===== src/rtl/hlsm_if_param.sv =====
// Six-state HLSM: captures three signed operands and a mode on Start, then
// computes z = zrin + a*c and x = a*c - (a+b), with zrin chosen by a signed compare.
module hlsm_if_param #(
  parameter int WIDTH   = 32,
  parameter bit REG_OUT = 1'b1
) (
  input  logic                    Clk,
  input  logic                    Rst,
  input  logic                    Start,
  input  logic [1:0]              Mode,
  input  logic signed [WIDTH-1:0] a,
  input  logic signed [WIDTH-1:0] b,
  input  logic signed [WIDTH-1:0] c,
  output logic                    Busy,
  output logic                    Done,
  output logic signed [WIDTH-1:0] z,
  output logic signed [WIDTH-1:0] x
);

  typedef enum logic [2:0] {
    IDLE  = 3'd0,
    T1    = 3'd1,
    T2    = 3'd2,
    T3    = 3'd3,
    T4    = 3'd4,
    FINAL = 3'd5
  } state_t;

  state_t state_q, state_d;

  logic signed [WIDTH-1:0] a_q, b_q, c_q;
  logic [1:0]              mode_q;
  logic signed [WIDTH-1:0] d_q, f_q, zrin_q, z_q, x_q;
  logic                    g_q, done_q;

  logic accept, in_t1, in_t2, in_t3, in_t4, in_final;

  function automatic logic cond(input logic [1:0] m,
                                input logic signed [WIDTH-1:0] lhs,
                                input logic signed [WIDTH-1:0] rhs);
    logic r;
    case (m)
      2'b00:   r = (lhs <  rhs);
      2'b01:   r = (lhs <= rhs);
      2'b10:   r = (lhs == rhs);
      default: r = 1'b0;
    endcase
    return r;
  endfunction

  always_ff @(posedge Clk or negedge Rst) begin
    if (!Rst) state_q <= IDLE;
    else      state_q <= state_d;
  end

  always_comb begin
    state_d = state_q;
    case (state_q)
      IDLE:    if (Start) state_d = T1;
      T1:      state_d = T2;
      T2:      state_d = T3;
      T3:      state_d = T4;
      T4:      state_d = FINAL;
      FINAL:   state_d = IDLE;
      default: state_d = IDLE;
    endcase
  end

  always_comb begin
    accept   = (state_q == IDLE) && Start;
    in_t1    = (state_q == T1);
    in_t2    = (state_q == T2);
    in_t3    = (state_q == T3);
    in_t4    = (state_q == T4);
    in_final = (state_q == FINAL);
    Busy     = (state_q != IDLE);
  end

  // Datapath: every register is cleared by the asynchronous reset so an abandoned run leaves no trace.
  always_ff @(posedge Clk or negedge Rst) begin
    if (!Rst) begin
      a_q    <= '0;
      b_q    <= '0;
      c_q    <= '0;
      mode_q <= '0;
      d_q    <= '0;
      f_q    <= '0;
      zrin_q <= '0;
      g_q    <= 1'b0;
      z_q    <= '0;
      x_q    <= '0;
      done_q <= 1'b0;
    end else begin
      done_q <= in_final;
      if (accept) begin
        a_q    <= a;
        b_q    <= b;
        c_q    <= c;
        mode_q <= Mode;
        if (REG_OUT == 1'b0) begin
          z_q <= '0;
          x_q <= '0;
        end
      end
      if (in_t1) begin
        d_q    <= a_q + b_q;
        f_q    <= a_q * c_q;
        zrin_q <= a_q + c_q;
        g_q    <= cond(mode_q, a_q, b_q);
      end
      if (in_t2 && g_q) zrin_q <= a_q + b_q;
      if (in_t3) z_q <= zrin_q + f_q;
      if (in_t4) x_q <= f_q - d_q;
    end
  end

  assign Done = done_q;
  assign z    = z_q;
  assign x    = x_q;

endmodule

===== config.mk =====
export PLATFORM = sky130hd
export DESIGN_NAME = hlsm_if_param
export DESIGN_NICKNAME = d
export VERILOG_FILES = /design/src/rtl/hlsm_if_param.sv
export SDC_FILE = /design/constraint.sdc
export NUM_CORES = 2
export LEC_CHECK = 0
export ABC_AREA = 1
export BUFFER_PORTS_ARGS = -buffer_cell sky130_fd_sc_hd__buf_2
export CAP_MARGIN = 20
export CORE_UTILIZATION = 50
export DETAILED_ROUTE_END_ITERATION = 6
export PLACE_DENSITY = 0.69
export SYNTH_ARGS = -nofsm -noshare
export SYNTH_HDL_FRONTEND = slang
export SYNTH_SLANG_ARGS = --single-unit

===== constraint.sdc =====
create_clock -name Clk -period 8.1 [get_ports Clk]
set_input_delay 0.405 -clock Clk [delete_from_list [all_inputs] [get_ports Clk]]
set_output_delay 0.405 -clock Clk [all_outputs]
set_load 0.01 [all_outputs]

==> tab_implementation.tex <==
\begin{tabular}{lr}
\hline
Metric & Value \\
\hline
\multicolumn{2}{l}{\textbf{Status}} \\
\quad Status & finished, violations left \\
\quad Violated checks & design-rule violations \\
\multicolumn{2}{l}{\textbf{Placement}} \\
\quad Instance area after placement & 37200 sq um \\
\quad PortBufs & 166 \\
\quad Detailed placement HPWL & roughly 94 mm \\
\quad Final GP Congestion & roughly 0.97 \\
\quad DP Worst Slack & 0.853 ns \\
\multicolumn{2}{l}{\textbf{Detailed routing}} \\
\quad DR pass1 iterations & 7 \\
\quad Post-Route WL & $\sim$120 mm \\
\quad Routed length per instance & a little over 20 um \\
\quad Total number of vias & around 31000 \\
\quad DRC viols & 11 \\
\quad Via/cell ratio & 5.37 \\
\quad Antenna Nets Post-Route & 0 \\
\quad Initial drt markers & between 2000 and 3000 \\
\multicolumn{2}{l}{\textbf{Critical path}} \\
\quad Sort of element at the start of the critical path & register \\
\quad Type of the worst setup path & register to register \\
\quad Crit path arrival time & 7.81 ns \\
\quad Worst reg2reg path depth & 24 \\
\quad Data required time of the worst path & approximately 8.6 ns \\
\quad Dominant delay contributor by cell family on the critical path & adder cells \\
\quad Library cell appearing most often on the critical path & sky130\_fd\_sc\_hd\_\_fa\_1 \\
\quad Worst-path cell with the longest stage delay & sky130\_fd\_sc\_hd\_\_dfrtp\_1 \\
\quad Number of cells on the critical path & 24 \\
\quad Critical path cell sequence & ha\_1 -> inv\_1 -> fa\_1 -> fa\_1 -> inv\_1 -> fa\_1 -> inv\_1 -> fa\_1 -> inv\_1 -> fa\_1 -> fa\_1 -> fa\_1 -> fa\_1 -> ha\_1 -> a21oi\_1 -> inv\_1 -> a31oi\_1 -> o21ai\_0 -> a221oi\_1 -> nand2\_1 -> inv\_1 -> nand2\_1 -> nand3\_1 -> nand2\_1 \\
\quad Type of destination of the critical path & register \\
\quad Crit path buffers/inverters & 6 \\
\quad Reg-to-reg startpoint & c\_q[10] \\
\quad R2R setup slack & around 0.78 ns \\
\quad Worst reg2reg endpoint & f\_q[31] \\
\quad Delay of the slowest cell on the worst path & around 1.1 ns \\
\quad Critical path peak fanout & 24 \\
\multicolumn{2}{l}{\textbf{Min path}} \\
\quad Worst min-delay path category & primary input to register \\
\quad Hold endpoint & a\_q[13] \\
\quad Cell depth of the worst hold path & 2 \\
\quad Hold Startpoint & a[13] \\
\multicolumn{2}{l}{\textbf{Global route}} \\
\quad Via count of the first global-routing pass & between 30000 and 40000 \\
\quad Global-route wire length before repair & 180 mm \\
\quad GRT overflow & 0 \\
\quad Overall Global Routing Usage & 0.331 \\
\quad Initial antenna violation count & 3 \\
\quad Largest net degree at the start of global routing & 90 \\
\multicolumn{2}{l}{\textbf{STA}} \\
\quad Setup TNS & 0 ns \\
\quad Final number of max-transition violations & 0 \\
\quad Hold violation count in the final report & 0 \\
\quad Worst path setup slack after routing & around 0.78 ns \\
\quad Worst slew margin relative to its limit & 0.237 \\
\quad Count of endpoints failing setup in the final report & 0 \\
\quad Final setup skew & 0.0423 ns \\
\quad Setup repair after global routing missed its margin & false \\
\quad Fmax & roughly 140 MHz \\
\quad Final critical path time including I/O delays and setup & between 7 and 8 ns \\
\quad Final hold slack & slightly below 0.008 ns \\
\quad Measured slew at the worst slew-check pin & approximately 1.1 ns \\
\quad Final worst path period share & 0.903 \\
\multicolumn{2}{l}{\textbf{Synthesis}} \\
\quad Share of synthesized flip-flops with an asynchronous set or reset & 1.00 \\
\quad Leading register cell type out of synthesis & sky130\_fd\_sc\_hd\_\_dfrtp\_1 \\
\quad Count of flip-flops with a built-in enable after synthesis & 0 \\
\quad Multiplexer fraction of the synthesized cell area & 0.0198 \\
\quad Synth top area share & 0.233 \\
\quad Part of the Yosys area used for sequential elements & 0.186 \\
\quad Yosys warning total & 0 \\
\quad Avg Synthesized Cell Area & around 7.5 sq um \\
\quad Post-synthesis cell area & approximately 35000 sq um \\
\quad Area share of fa/ha/maj cells after synthesis & 0.342 \\
\quad Number of nets produced by synthesis & $\sim$5500 \\
\quad Top cells by area in the synthesized netlist & sky130\_fd\_sc\_hd\_\_fa\_1 23\%, sky130\_fd\_sc\_hd\_\_dfrtp\_1 19\%, sky130\_fd\_sc\_hd\_\_nand2\_1 12\% \\
\quad Post-synthesis share of cell area spent on and, or, nand and nor gates & 0.198 \\
\quad Leading area contributor after synthesis & sky130\_fd\_sc\_hd\_\_fa\_1 \\
\quad Distinct cell type count after synthesis & 62 \\
\quad Flop and latch count out of synthesis & 263 \\
\quad Xor and xnor area share after synthesis & 0.0188 \\
\quad Post-synthesis instance total & $\sim$4700 \\
\quad Dominant combinational cell family by area after synthesis & adder cells \\
\quad Synth Area in Compound Gates & 0.0952 \\
\multicolumn{2}{l}{\textbf{Clock network}} \\
\quad CTS tree & yes \\
\quad TritonCTS Sinks & $\sim$260 \\
\quad Maximum buffer depth of the clock tree & 3 \\
\quad \# H-tree levels & 1 \\
\quad Worst skew pair latency & between 0.6 and 0.7 ns \\
\quad CTS buffer count & 31 \\
\quad Clock tree root buffer cell & sky130\_fd\_sc\_hd\_\_clkbuf\_16 \\
\quad Clock-pin slew of the registers on the worst-case setup and hold paths & $\sim$0.070 ns \\
\quad Number of resized instances in the post-cts repair step & 0 \\
\multicolumn{2}{l}{\textbf{Floorplanning}} \\
\quad Core outline area & roughly 70000 sq um \\
\quad Count of pins on the block boundary & about 170 \\
\quad Overall die area & 71700 sq um \\
\quad Die Y & around 270 um \\
\quad Die width & about 270 um \\
\quad Initial cell density of the core & 0.505 \\
\quad Row cnt & just under 100 \\
\multicolumn{2}{l}{\textbf{Cells and area}} \\
\quad Commonest cells after routing, fill and taps aside & 1153 x sky130\_fd\_sc\_hd\_\_nand2\_1, 1141 x sky130\_fd\_sc\_hd\_\_inv\_1, 412 x sky130\_fd\_sc\_hd\_\_fa\_1 \\
\quad Post-synthesis to final-layout area growth & 8.85\% \\
\quad Post-route cell area & 38500 sq um \\
\quad Antenna diode instance count & 0 \\
\quad Leading cell type in the layout, fill and taps excluded & sky130\_fd\_sc\_hd\_\_nand2\_1 \\
\quad Ratio of cells with drive above 1 in the final layout & 0.0883 \\
\quad Nets & 5641 \\
\multicolumn{2}{l}{\textbf{Flow run}} \\
\quad Max-capacitance violation count & 0 \\
\hline
\end{tabular}
final cells by class:
class / instances / area (sq um)
Sequential cell: 263 / 6590
Clock buffer: 41 / 853
Tap cell: 940 / 1180
Multi-Input combinational cell: 3139 / 23800
Fill cell: 6782 / 31600
Clock inverter: 17 / 272
Timing Repair Buffer: 236 / 1450
Inverter: 1151 / 4320
worst register-to-register path: stages (launching register included):
cell	delay, ns
sky130_fd_sc_hd__dfrtp_1	1.07
sky130_fd_sc_hd__ha_1	0.47
sky130_fd_sc_hd__inv_1	0.09
sky130_fd_sc_hd__fa_1	0.50
sky130_fd_sc_hd__fa_1	0.45
sky130_fd_sc_hd__inv_1	0.10
sky130_fd_sc_hd__fa_1	0.41
sky130_fd_sc_hd__inv_1	0.08
sky130_fd_sc_hd__fa_1	0.40
sky130_fd_sc_hd__inv_1	0.08
sky130_fd_sc_hd__fa_1	0.44
sky130_fd_sc_hd__fa_1	0.46
sky130_fd_sc_hd__fa_1	0.54
sky130_fd_sc_hd__fa_1	0.42
sky130_fd_sc_hd__ha_1	0.42
sky130_fd_sc_hd__a21oi_1	0.25
sky130_fd_sc_hd__inv_1	0.06
sky130_fd_sc_hd__a31oi_1	0.20
sky130_fd_sc_hd__o21ai_0	0.16
sky130_fd_sc_hd__a221oi_1	0.26
sky130_fd_sc_hd__nand2_1	0.10
sky130_fd_sc_hd__inv_1	0.06
sky130_fd_sc_hd__nand2_1	0.05
sky130_fd_sc_hd__nand3_1	0.06
sky130_fd_sc_hd__nand2_1	0.05
cell families (layout without fill, tap and decap cells):
logic type | Yosys count | count (layout)
AO/OA/AOI/OAI | 582 | 582
XOR/XNOR | 76 | 76
adder cells (fa/ha/maj) | 718 | 718
buffers and inverters | 1308 | 1445
flip-flops | 263 | 263
multiplexers | 62 | 62
AND/OR/NAND/NOR | 1701 | 1701
sequential cells by signal (all words and copies together), names as in the netlist:
signal,cells
b_q,32
mode_q,2
Done,1
state_q,3
g_q,1
zrin_q,32
d_q,32
z,32
x,32
c_q,32
f_q,32
a_q,32
cells in the mapped netlist (3+ instances only):
cell and instances:
sky130_fd_sc_hd__buf_2 32, sky130_fd_sc_hd__nor2_2 3, sky130_fd_sc_hd__nand3b_1 17, sky130_fd_sc_hd__ha_1 306
sky130_fd_sc_hd__a21o_1 16, sky130_fd_sc_hd__a221oi_1 8, sky130_fd_sc_hd__nor2_1 233, sky130_fd_sc_hd__nor4_1 8
sky130_fd_sc_hd__a211oi_1 6, sky130_fd_sc_hd__or2_2 34, sky130_fd_sc_hd__o221ai_1 5, sky130_fd_sc_hd__fa_1 412
sky130_fd_sc_hd__nand3_1 174, sky130_fd_sc_hd__o21ai_2 8, sky130_fd_sc_hd__a21oi_1 228, sky130_fd_sc_hd__o31ai_1 5
sky130_fd_sc_hd__inv_2 9, sky130_fd_sc_hd__xnor2_1 34, sky130_fd_sc_hd__nand2_2 4, sky130_fd_sc_hd__o21a_1 6
sky130_fd_sc_hd__clkbuf_2 4, sky130_fd_sc_hd__o211ai_2 3, sky130_fd_sc_hd__a21boi_0 4, sky130_fd_sc_hd__a21boi_1 4
sky130_fd_sc_hd__o21ai_0 173, sky130_fd_sc_hd__nor3_1 31, sky130_fd_sc_hd__a31oi_1 37, sky130_fd_sc_hd__inv_1 1142
sky130_fd_sc_hd__o21ai_1 19, sky130_fd_sc_hd__o211ai_1 13, sky130_fd_sc_hd__mux2_2 62, sky130_fd_sc_hd__xor2_1 42
sky130_fd_sc_hd__nand2_1 1153, sky130_fd_sc_hd__or2_1 5, sky130_fd_sc_hd__o21bai_1 25, sky130_fd_sc_hd__dfrtp_1 263
sky130_fd_sc_hd__clkbuf_1 97, sky130_fd_sc_hd__a21oi_2 8, sky130_fd_sc_hd__buf_1 22, sky130_fd_sc_hd__o311ai_0 3
sky130_fd_sc_hd__nand4_1 27
how the worst max path moves through the flow:
stage / start / endpoint / slack [ns]
final: c_q[10] / f_q[31] / 0.78
after global routing: c_q[9] / f_q[27] / 0.35
after CTS: c_q[10] / f_q[31] / 0.82
after floorplan: c_q[3] / f_q[27] / 1.47
after detailed placement: c_q[10] / f_q[31] / 0.85
after global placement: c_q[10] / f_q[31] / 0.91
through the flow:
stage / std cells / utilization
after floorplan: 4710 / -
after global placement: 5716 / 0.531
after detailed placement: 5716 / 0.531
after CTS: 5785 / 0.549
after global routing: 5787 / 0.549
final: 5787 / 0.549
timing repair:
action / in CTS / in global routing
endpoints found under the setup margin: 0 / 0
buffers inserted: 0 / 0
endpoints found under the hold margin: 96 / 0
hold buffers: 11 / 0
per-layer routing:
metal | up-vias | wire length [um] | GRT usage
met4 | 6 | 6090 | 0.147
met2 | 1374 | 50600 | 0.504
met3 | 310 | 10700 | 0.0663
met1 | 14900 | 49500 | 0.455
li1 | 14500 | - | -
met5 | - | 36 | 0
Power is not shown: default switching activity piles up to over one toggle a cycle in this logic, so the estimate is an artifact.
